## config.mk

```make
export PLATFORM = sky130hd
export DESIGN_NAME = regfile_port_ctrl
export DESIGN_NICKNAME = d
export VERILOG_FILES = /design/src/rtl/regfile_port_ctrl.sv
export SDC_FILE = /design/constraint.sdc
export NUM_CORES = 1
export LEC_CHECK = 0
export ABC_AREA = 1
export CORE_MARGIN = 2
export CORE_UTILIZATION = 30
export CTS_BUF_LIST = sky130_fd_sc_hd__clkbuf_8
export DETAILED_ROUTE_END_ITERATION = 8
export GPL_ROUTABILITY_DRIVEN = 1
export PLACE_DENSITY = 0.83
export SYNTH_ARGS = -nofsm -noshare
export SYNTH_HDL_FRONTEND = slang
export SYNTH_SLANG_ARGS = --single-unit
```

## constraint.sdc

```tcl
create_clock -name clk -period 1.9 [get_ports clk]
set_input_delay 0.285 -clock clk [delete_from_list [all_inputs] [get_ports clk]]
set_output_delay 0.285 -clock clk [all_outputs]
set_load 0.02 [all_outputs]
```

## src/rtl/regfile_port_ctrl.sv

```systemverilog
// Port controller for the 32x32 RV32I register file: post-reset clear of x1..x31,
// core pass-through, and a single debug port with bounded starvation against core writeback.
module regfile_port_ctrl #(
  parameter int XLEN         = 32,
  parameter int AW           = 5,
  parameter int DBG_MAX_WAIT = 4
) (
  input  logic            clk,
  input  logic            rst,
  input  logic [AW-1:0]   core_rs1,
  input  logic [AW-1:0]   core_rs2,
  input  logic [AW-1:0]   core_rd,
  input  logic [XLEN-1:0] core_rd_data,
  input  logic            core_reg_write,
  output logic            core_stall,
  output logic            init_done,
  input  logic            dbg_req,
  input  logic            dbg_we,
  input  logic [AW-1:0]   dbg_addr,
  input  logic [XLEN-1:0] dbg_wdata,
  output logic            dbg_ack,
  output logic [XLEN-1:0] dbg_rdata,
  output logic [AW-1:0]   rf_rs1,
  output logic [AW-1:0]   rf_rs2,
  output logic [AW-1:0]   rf_rd,
  output logic [XLEN-1:0] rf_rd_data,
  output logic            rf_reg_write,
  input  logic [XLEN-1:0] rf_rs1_data,
  input  logic [XLEN-1:0] rf_rs2_data
);

  localparam logic [1:0] ST_INIT = 2'd0;
  localparam logic [1:0] ST_RUN  = 2'd1;
  localparam logic [1:0] ST_DBG  = 2'd2;

  localparam logic [3:0]    MAX_WAIT = 4'(DBG_MAX_WAIT);
  localparam logic [AW-1:0] LAST_REG = {AW{1'b1}};

  logic [1:0]      state_reg, state_next;
  logic [AW-1:0]   clr_cnt_reg, clr_cnt_next;
  logic [3:0]      wait_cnt_reg, wait_cnt_next;
  logic            dbg_ack_reg, dbg_ack_next;
  logic [XLEN-1:0] dbg_rdata_reg, dbg_rdata_next;
  logic            init_done_reg, init_done_next;
  logic            dbg_pending;
  logic            grant;

  // Second read port data is reserved; kept only so the port stays connected.
  logic rs2_data_unused;
  assign rs2_data_unused = ^rf_rs2_data;

  assign dbg_ack   = dbg_ack_reg;
  assign dbg_rdata = dbg_rdata_reg;
  assign init_done = init_done_reg;

  // A request seen during its own ack cycle is stale: the requester is about to drop it.
  assign dbg_pending = dbg_req && !dbg_ack_reg;
  assign grant       = dbg_pending && (!core_reg_write || (wait_cnt_reg == MAX_WAIT));

  always_comb begin
    rf_rs1       = core_rs1;
    rf_rs2       = core_rs2;
    rf_rd        = core_rd;
    rf_rd_data   = core_rd_data;
    rf_reg_write = core_reg_write && (core_rd != '0);
    core_stall   = 1'b0;
    case (state_reg)
      ST_INIT: begin
        rf_rd        = clr_cnt_reg;
        rf_rd_data   = '0;
        rf_reg_write = 1'b1;
        core_stall   = 1'b1;
      end
      ST_DBG: begin
        core_stall   = 1'b1;
        rf_rs1       = dbg_addr;
        rf_rd        = dbg_addr;
        rf_rd_data   = dbg_wdata;
        rf_reg_write = dbg_we && (dbg_addr != '0);
      end
      default: ;
    endcase
  end

  always_comb begin
    state_next     = state_reg;
    clr_cnt_next   = clr_cnt_reg;
    wait_cnt_next  = wait_cnt_reg;
    dbg_ack_next   = 1'b0;
    dbg_rdata_next = dbg_rdata_reg;
    init_done_next = init_done_reg;
    case (state_reg)
      ST_INIT: begin
        clr_cnt_next  = clr_cnt_reg + AW'(1);
        wait_cnt_next = '0;
        if (clr_cnt_reg == LAST_REG) begin
          state_next     = ST_RUN;
          init_done_next = 1'b1;
        end
      end
      ST_RUN: begin
        if (grant) begin
          state_next    = ST_DBG;
          wait_cnt_next = '0;
        end else if (dbg_pending) begin
          if (wait_cnt_reg != MAX_WAIT) wait_cnt_next = wait_cnt_reg + 4'd1;
        end else begin
          wait_cnt_next = '0;
        end
      end
      ST_DBG: begin
        // The register file returns the pre-write value; x0 always reads as zero.
        dbg_rdata_next = (dbg_addr == '0) ? '0 : rf_rs1_data;
        dbg_ack_next   = 1'b1;
        state_next     = ST_RUN;
      end
      default: begin
        state_next   = ST_INIT;
        clr_cnt_next = AW'(1);
      end
    endcase
  end

  always_ff @(posedge clk) begin
    if (rst) begin
      state_reg     <= ST_INIT;
      clr_cnt_reg   <= AW'(1);
      wait_cnt_reg  <= '0;
      dbg_ack_reg   <= 1'b0;
      dbg_rdata_reg <= '0;
      init_done_reg <= 1'b0;
    end else begin
      state_reg     <= state_next;
      clr_cnt_reg   <= clr_cnt_next;
      wait_cnt_reg  <= wait_cnt_next;
      dbg_ack_reg   <= dbg_ack_next;
      dbg_rdata_reg <= dbg_rdata_next;
      init_done_reg <= init_done_next;
    end
  end

endmodule

```

==> flow_metrics.py <==
metrics = {
    "die": {
        "initial_core_util_pct": 30.4,
        "die_area_um2": 8430,
        "die_x_um": 91.8,
        "ioPinCount": 236,
        "core_area_um2": 7610,
        "dieHeight_um": 91.8,
        "fp-row-count": 32,
    },
    "critical_path": {
        "startpoint_type": "register",
        "critPathArrivalTime_ps": 1600,
        "r2r_end": "dbg_rdata[19]",
        "r2r_cells": 8,
        "r2r_setup_slack_ps": 340,
        "endpoint_kind": "output port",
        "crit_required_ps": 1620,
        "timing.rr.start": "state_reg[0]",
        "setup.worst_path.class": "register to output port",
        "worstPathMaxFanout": 5,
    },
    "power_and_ir_drop": {
        "power_leakage_nw": 1.88,
        "p_per_area_nw_per_um2": 1110,
        "power_w": 0.00511,
        "ir_worst_vdd_mv": 0.902,
    },
    "layout": {
        "drive_gt1_share_pct": 18.0,
        "largest_register_ffs": 32,
        "area_growth_syn_to_layout_pct": 99.1,
        "fin_util_pct": 60.6,
        "fin_cells": 620,
        "diodes": 0,
        "nNetsFinal": 677,
        "fin_area_um2": 4610,
        "nFillCells": 691,
    },
    "synth": {
        "synth_edf_count": 0,
        "synthFlopType": "dfxtp_1",
        "synth-seq-cells": 45,
        "syn_avg_cell_area_um2": 7.35,
        "synth_common_cells": "nand2_1 (100), dfxtp_1 (45), a21oi_1 (44), a22o_1 (32), inv_1 (17)",
        "syn_inst": 315,
        "synth_area_leader_cell": "dfxtp_1",
        "synth_most_common_cell": "nand2_1",
        "yosysWarnings": 0,
        "ys_seq_area_share_pct": 38.9,
        "syn_area_um2": 2310,
        "synth_nets": 475,
        "synth_top_area_share_pct": 38.9,
        "synthTopCellsByArea": "dfxtp_1 (39%), nand2_1 (16%), a22o_1 (12%)",
        "synthDistinctLibCells": 23,
        "async_reset_ff_share_pct": 0,
    },
    "clocking": {
        "numCtsBuffers": 5,
        "clock_latency_ps": 290,
        "tritoncts": "done",
        "clkTransAtPathRegs_ps": 90,
        "clockBufferDepth": 2,
        "h-tree-depth": 2,
        "cts-root-buf": "clkbuf_8",
        "clock-sinks": 45,
    },
    "placement": {
        "io_buffers": 193,
        "hpwl_mm": 7.16,
        "routabilityCongestion": 0.874,
        "dpl.cell_count": 603,
        "pre_cts_ws_ps": -247,
        "placed_cell_area_um2": 4380,
    },
    "sta": {
        "drv_slew": 0,
        "finalWorstSetupSlack_ps": 11.0,
        "period_share_pct": 99.4,
        "rsz0062_at_grt": "yes",
        "max_freq_mhz": 529,
        "fin_crit_ps": 1890,
        "slew_headroom_pct": 66.3,
        "skew_ps": 8.20,
        "worst_slew_pin_slew_ps": 504,
        "setup_violations": 0,
        "hold_viol_final": 0,
    },
    "min_path": {
        "holdPathEnd": "dbg_rdata[31]",
        "hold_depth": 2,
        "min_path_type": "register to register",
        "hp-start": "dbg_rdata[31]",
    },
    "global_routing": {
        "first_global_vias": 2836,
        "grt_pass1_wl_mm": 14.3,
        "antenna_found_initial": 0,
        "grt_util_all_layers_pct": 21.1,
        "grt_max_degree": 33,
        "grt-ovfl-total": 0,
    },
    "route": {
        "routedWlPerCell_um": 15.4,
        "dr_wl_met2_mm": 4.74,
        "via_count": 2998,
        "via_per_inst": 4.84,
        "drtIter0Drc": 181,
        "antenna_left": 0,
        "routed-wl-met3_mm": 1.07,
        "met1_length_mm": 3.55,
        "highest_layer": "met4",
        "drcViolationCount": 0,
        "totalWireLength_mm": 9.52,
        "drtPass1Iterations": 4,
    },
    "outcome": {
        "status": "finished clean",
    },
    "run": {
        "drv_cap": 0,
    },
}
through the flow:
stage	setup TNS [ps]	hold slack [ps]
CTS	-777	468
floorplan	0	428
global route	-300	482
detailed placement	-6550	457
finish	0	465
global placement	-4590	451
cells in the final DEF, fill, tap and decap left out:
| cell type | Yosys | routed |
|---|---|---|
| clkdlybuf4s50_1 | 0 | 149 |
| nand2_1 | 100 | 99 |
| a21oi_1 | 44 | 43 |
| dfxtp_1 | 45 | 43 |
| buf_4 | 13 | 34 |
| a22o_1 | 32 | 32 |
| buf_6 | 1 | 24 |
| nor2_1 | 15 | 15 |
| inv_1 | 17 | 14 |
| nand3_1 | 11 | 10 |
| buf_2 | 6 | 8 |
| clkbuf_8 | 0 | 6 |
| ha_1 | 7 | 5 |
| o21ai_0 | 5 | 4 |
| inv_2 | 1 | 3 |
| nand4_1 | 3 | 3 |
| inv_4 | 1 | 2 |
| o211ai_1 | 2 | 2 |
| o21ai_1 | 1 | 2 |
| nor3_1 | 2 | 2 |
| ha_4 | 0 | 2 |
| buf_16 | 0 | 2 |
| dfxtp_2 | 0 | 2 |
| nor2_4 | 1 | 1 |
| clkinvlp_4 | 0 | 1 |
| a22oi_2 | 0 | 1 |
| nand2_2 | 0 | 1 |
| a21oi_2 | 0 | 1 |
| o221ai_1 | 1 | 1 |
| nand3_2 | 0 | 1 |
| or2_0 | 1 | 1 |
| bufinv_16 | 0 | 1 |
| clkdlybuf4s15_2 | 0 | 1 |
| buf_12 | 0 | 1 |
| buf_8 | 0 | 1 |
report_power, final:
group	total [W]	switching [W]	internal (W)	leakage, nW
clock	0.000736	0.000312	0.000424	0.0626
combinational	0.00315	0.00159	0.00156	1.45
sequential	0.00123	0.000109	0.00112	0.366
worst max-delay path, stage by stage (launching register included):
cell and delay, ps:
dfxtp_2 360, inv_4 50, ha_4 170, nor2_4 160, buf_6 150, buf_16 120
nand2_1 50, o211ai_1 80, buf_4 170
area by class of cell:
class,count,area [µm²],share of cell area (%)
Timing Repair Buffer,220,2160,46.8
Multi-Input combinational cell,226,1220,26.5
Sequential cell,45,903,19.6
Tap cell,102,128,2.77
Clock buffer,6,82.6,1.79
Inverter,19,80.1,1.74
Clock inverter,2,33.8,0.733
logic make-up (layout without fill, tap and decap cells):
| logic type | after synthesis | count (layout) | share of synthesized area (%) |
|---|---|---|---|
| and+or+nand+nor | 133 | 133 | 23.0 |
| AOI/OAI and AO/OA | 86 | 86 | 24.3 |
| DFF | 45 | 45 | 38.9 |
| buffers and inverters | 44 | 247 | 10.0 |
| adders and majority gates | 7 | 7 | 3.78 |
worst max-delay path by stage:
stage                  from              to  depth (start not counted)
2_1_floorplan  state_reg[0]    rf_reg_write                          5
3_3_place_gp    dbg_addr[2]    rf_reg_write                          8
3_5_place_dp   state_reg[0]    rf_reg_write                          8
4_1_cts        state_reg[1]  rf_rd_data[11]                          7
5_1_grt        state_reg[0]        rf_rd[2]                          8
6_report       state_reg[0]        rf_rd[2]                          8
per-layer routing:
layer	up-vias	track usage, %
met5	-	0
met4	0	4.85
met3	11	7.81
met2	149	38.0
met1	1372	23.6
li1	1466	-
timing repair:
action	in CTS	in global routing
hold buffers	0	0
endpoints found under the setup margin	44	36
resized for setup	225	33
buffers inserted	9	1
cloned	3	1
pin swaps	7	8
Power figures use the tool's default switching activity.
==> RTL edit 1, RTL diff (same flow settings) <==
The parameter `XLEN` goes from 32 to 36.
--- a/src/rtl/regfile_port_ctrl.sv
+++ b/src/rtl/regfile_port_ctrl.sv
@@ -1,7 +1,7 @@
 // Port controller for the 32x32 RV32I register file: post-reset clear of x1..x31,
 // core pass-through, and a single debug port with bounded starvation against core writeback.
 module regfile_port_ctrl #(
-  parameter int XLEN         = 32,
+  parameter int XLEN         = 36,
   parameter int AW           = 5,
   parameter int DBG_MAX_WAIT = 4
 ) (
Ports: changed (6 resized); port bits go from 236 to 260. No check against the original RTL was run, so the function may have changed too.
==> RTL edit 1 against the unedited design <==
  * Power increased by 1.6%
  * Worst setup slack improved by 25 ps
  * Routed wire length increased by 6.0%
  * Sequential share of layout area increased by 0.56 points
  * Sequential cell count increased by 4
  * Synthesized area increased by 7.4%
  * Cell area increased by 5.9%
  * Highest routed layer unchanged
  * First-iteration DRC count decreased by 20%
  * Hold slack about the same
==> RTL edit 1: results (changes against the unedited design) <==
Layout fillers: 736 (+6.5%)
Outcome: complete, no violations
Adder-Cell Fraction of Synth Area: 0.03525 (-0.002591)
P_sw: 2.106 mW (+4.8%)
Final Skew: 9.389 ps (+1.184 ps)
DP Cell Count: 646 (+7.1%)
Switching share of total power: 0.4057 (+0.01266)
Seq/Total Area, Yosys: 0.3948 (+0.005574)
Maximum vdd drop: 0.0005804 V (-36%)
Via count: 3144 (+4.9%)
DR WL met3: 987 um (-7.4%)
Max reg flops: 36 (+13%)
Syn nets: 511 (+7.6%)
WL final: 10090 um (+6.0%)
Slew HR: 0.7518 (+0.08866)
Finished Layout Cells: 658 (+6.1%)
Vias in the first global route: 2988 (+5.4%)
GRT met2 Usage: 0.3924 (+0.01253)
Share of post-route cells with drive strength above 1: 0.1682 (-0.01136)
Synth top area cells: dfxtp_1 (39%), nand2_1 (17%), a22o_1 (13%)
Hold_sp: dbg_rdata[28]$_SDFFE_PP0P_
P_comb: 3.24 mW (+3%)
Static leakage: 2.001 nW (+6.7%)
Commonest cells in the netlist: nand2_1 (111), dfxtp_1 (49), a21oi_1 (47)
Pre-CTS setup slack: -195.7 ps (+51.17 ps)
# port buffers: 213 (+10%)
Number of flops mapped to enable cells by yosys: 0 (unchanged)
Setup Fix Bufs, Post-CTS: 2 (-7)
Critical path data arrival time: 1580 ps (-20 ps)
First-pass GRT wire length: 14700 um (+2.9%)
FF-to-FF setup slack: 410 ps (+70 ps)
Routed met2 length: 5368 um (+13%)
Nets: 729 (+7.7%)
Crit path launch: state_reg[1]$_SDFFE_PP0P_
Synth unique cells: 24 (+4.3%)
Worst hold slack: 465.0 ps (-0.07400 ps)
Compound-cell area share of the yosys netlist: 0.2372 (-0.005543)
Met1 WL: 3652 um (+2.8%)
Syn Inst Count: 335 (+6.3%)
Share of total power in the clock network: 0.118 (-0.026)
Total track usage: 0.2078 (-0.003183)
Worst hold endpoint: dbg_rdata[28]$_SDFFE_PP0P_
M3 GR Usage: 0.06798 (-0.01008)
Detailed placement HPWL: 7785 um (+8.7%)
Drt initial violations: 144 (-20%)
Largest net degree at the start of global routing: 37 (+12%)
Post-cts sizing count: 208 (-7.6%)
Met1 Usage GRT: 0.2251 (-0.01115)
GP Congestion: 0.8737 (about the same)
Area after DPL: 4778 um^2 (+9.2%)
CP Max Fanout: 13 (+8)
-- RTL edit 1: critical path, stage by stage, from the launching register on --
cell and delay [ps]:
dfxtp_2 370, inv_2 60, ha_4 170, nor2_4 110, bufbuf_16 290, a22o_1 140, buf_4 140
-- RTL edit 1: worst max path at each step --
| stage | end | cells after the start | slack, ps |
|---|---|---|---|
| final | rf_rd_data[17] | 6 | 40 |
| after global routing | rf_rd_data[4] | 6 | -50 |
| after CTS | rf_rs1[1] | 7 | 3 |
| after detailed placement | rf_rd_data[27] | 6 | -200 |
| after global placement | rf_rd_data[13] | 6 | -170 |
| after floorplan | rf_rd[2] | 6 | 220 |
-- RTL edit 1: final cells by class --
class | count | area [um^2] | area share
Timing Repair Buffer | 238 | 2305 | 0.4723
Multi-Input combinational cell | 241 | 1295 | 0.2654
Sequential cell | 49 | 983.4 | 0.2015
Tap cell | 105 | 131.4 | 0.02692
Clock buffer | 6 | 82.58 | 0.01692
Inverter | 18 | 75.07 | 0.01538
Clock inverter | 1 | 7.507 | 0.001538
==> RTL edit 2, RTL diff (same settings) <==
Made on the original files. Reset style: asynchronous (`rst`), changed in one clocked block.
--- a/src/rtl/regfile_port_ctrl.sv
+++ b/src/rtl/regfile_port_ctrl.sv
@@ -121,7 +121,7 @@
     endcase
   end
 
-  always_ff @(posedge clk) begin
+  always_ff @(posedge clk or posedge rst) begin
     if (rst) begin
       state_reg     <= ST_INIT;
       clr_cnt_reg   <= AW'(1);
Function: differs if rst is asserted again (counterexample within 4 cycles, from zero or initial values and one cycle with rst high); with rst held inactive, the same outputs for 10 cycles.
==> RTL edit 2 against the unedited design <==
  * The run now ends with negative setup slack left
  * Critical path type unchanged
  * Power increased by 43%
  * Core utilization decreased by 3.8 points
  * Final cell count decreased by 3.4%
  * Worst setup slack got worse by 12 ps
  * Cell area decreased by 0.22%
  * Largest power group unchanged
  * Synthesized area increased by 6.3%
  * Sequential cell count unchanged
  * Routed wire length decreased by 2.7%
  * Die area increased by 6.0%
  * Count of clock-buffer cells in the layout decreased by 1
==> RTL edit 2: results (changes against the unedited design) <==
WL final: 9262 um (-2.7%)
FF-to-FF Start: clr_cnt_reg[0]$_DFFE_PP1N_
Router iterations before antenna repair: 4 (unchanged)
Pre-CTS setup slack: -266.9 ps (-20.05 ps)
Commonest cells in the netlist: nand2_1 (133), dfrtp_1 (44), a22o_1 (32)
Synth top area cells: dfrtp_1 (45%), nand2_1 (20%), a22o_1 (11%)
Detailed placement HPWL: 7121 um (-0.56%)
Static leakage: 2.223 nW (+19%)
Syn nets: 455 (-4.2%)
Top_reg_cell synth: dfrtp_1
Worst hold slack: 359.6 ps (-105.6 ps)
Antenna cells: 0 (unchanged)
Vias in the first global route: 2778 (-2.0%)
Final TNS setup: -1.277 ps (-1.277 ps)
Met1 WL: 3481 um (-2.1%)
Top cell family by delay on the critical path: flip-flops
Total track usage: 0.1961 (-0.01486)
Avg WL per Cell: 15.46 um (+0.71%)
Critical Path Max Stage Delay: 390 ps (+30 ps)
Failing checks: negative setup slack
Area after DPL: 4514 um^2 (+3.1%)
Final Skew: 10.26 ps (+2.054 ps)
CP max stage cell: dfrtp_1
Setup ws final: -1.277 ps (-12.29 ps)
CP Max Fanout: 18 (+13)
Nets: 653 (-3.5%)
Reg-to-Reg End: state_reg[1]$_DFFE_PP0P_
Routed met2 length: 4615 um (-2.7%)
Slew HR: 0.7691 (+0.1059)
Final setup viols: 1 (+1)
Avg Inst Size Synth: 8.339 um^2 (+13%)
Worst hold path type: primary input to async pin
DR WL met3: 1052 um (-1.3%)
R2r worst-path depth: 9 (+1)
Ys async rst share: 1.000 (+1.000)
Largest net degree at the start of global routing: 46 (+39%)
Setup Fix Bufs, Post-CTS: 0 (-9)
Share of post-route cells with drive strength above 1: 0.1700 (-0.009496)
Synth unique cells: 26 (+13%)
Seq/Total Area, Yosys: 0.4583 (+0.06910)
First-pass GRT wire length: 13780 um (-3.6%)
Routed vias/inst: 4.668 (-3.5%)
Outcome: complete, but fails checks
Maximum vdd drop: 0.0008600 V (-4.7%)
FF-to-FF setup slack: 370 ps (+30 ps)
GP Congestion: 0.8532 (-2.4%)
RTL edit 2: metal layers:
metal	vias up	track usage
met5	-	0
met4	0	0.04106
met3	9	0.07103
met2	135	0.3673
met1	1298	0.2114
li1	1354	-
RTL edit 2: final cells by class:
| type | count | area, um^2 |
|---|---|---|
| clock buffers | 5 | 68.82 |
| clock inverters | 3 | 38.79 |
| fillers | 712 | 3493 |
| inverters | 19 | 95.09 |
| multi-input cells | 211 | 1167 |
| flip-flops and latches | 45 | 1127 |
| well taps | 105 | 131.4 |
| repair buffers | 210 | 1959 |
| repair inverters | 1 | 11.26 |
RTL edit 2: cells by family (layout without fill, tap and decap cells):
group	after synthesis	after routing	synth area share
simple gates	155	155	0.2518
compound gates	47	47	0.1536
flops	45	45	0.4583
buf+inv	39	238	0.09359
fa+ha+maj	7	7	0.03560
xor+xnor	2	2	0.007122
RTL edit 2: how the worst max path moves through the flow:
| stage | startpoint | end | slack, ps |
|---|---|---|---|
| after floorplan | state_reg[0]$_DFFE_PP0P_ | rf_rd[1] | 270 |
| after global placement | state_reg[0]$_DFFE_PP0P_ | rf_rd_data[14] | -260 |
| after detailed placement | state_reg[0]$_DFFE_PP0P_ | rf_rd_data[14] | -270 |
| after CTS | state_reg[0]$_DFFE_PP0P_ | rf_rd_data[7] | -30 |
| after global routing | state_reg[1]$_DFFE_PP0P_ | rf_rd[1] | -80 |
| final | state_reg[0]$_DFFE_PP0P_ | rf_rd_data[14] | -1 |
RTL edit 2: repair_timing:
item	4_1_cts	5_1_grt
gates resized for setup	181	45
hold buffers	0	0
pin swaps	0	2
cloned	1	0
endpoints found under the setup margin	44	40
RTL edit 2: report_power, final:
group / switching [mW] / internal, mW
clock network: 0.309 / 0.385
logic: 2.80 / 2.20
registers: 0.240 / 1.37
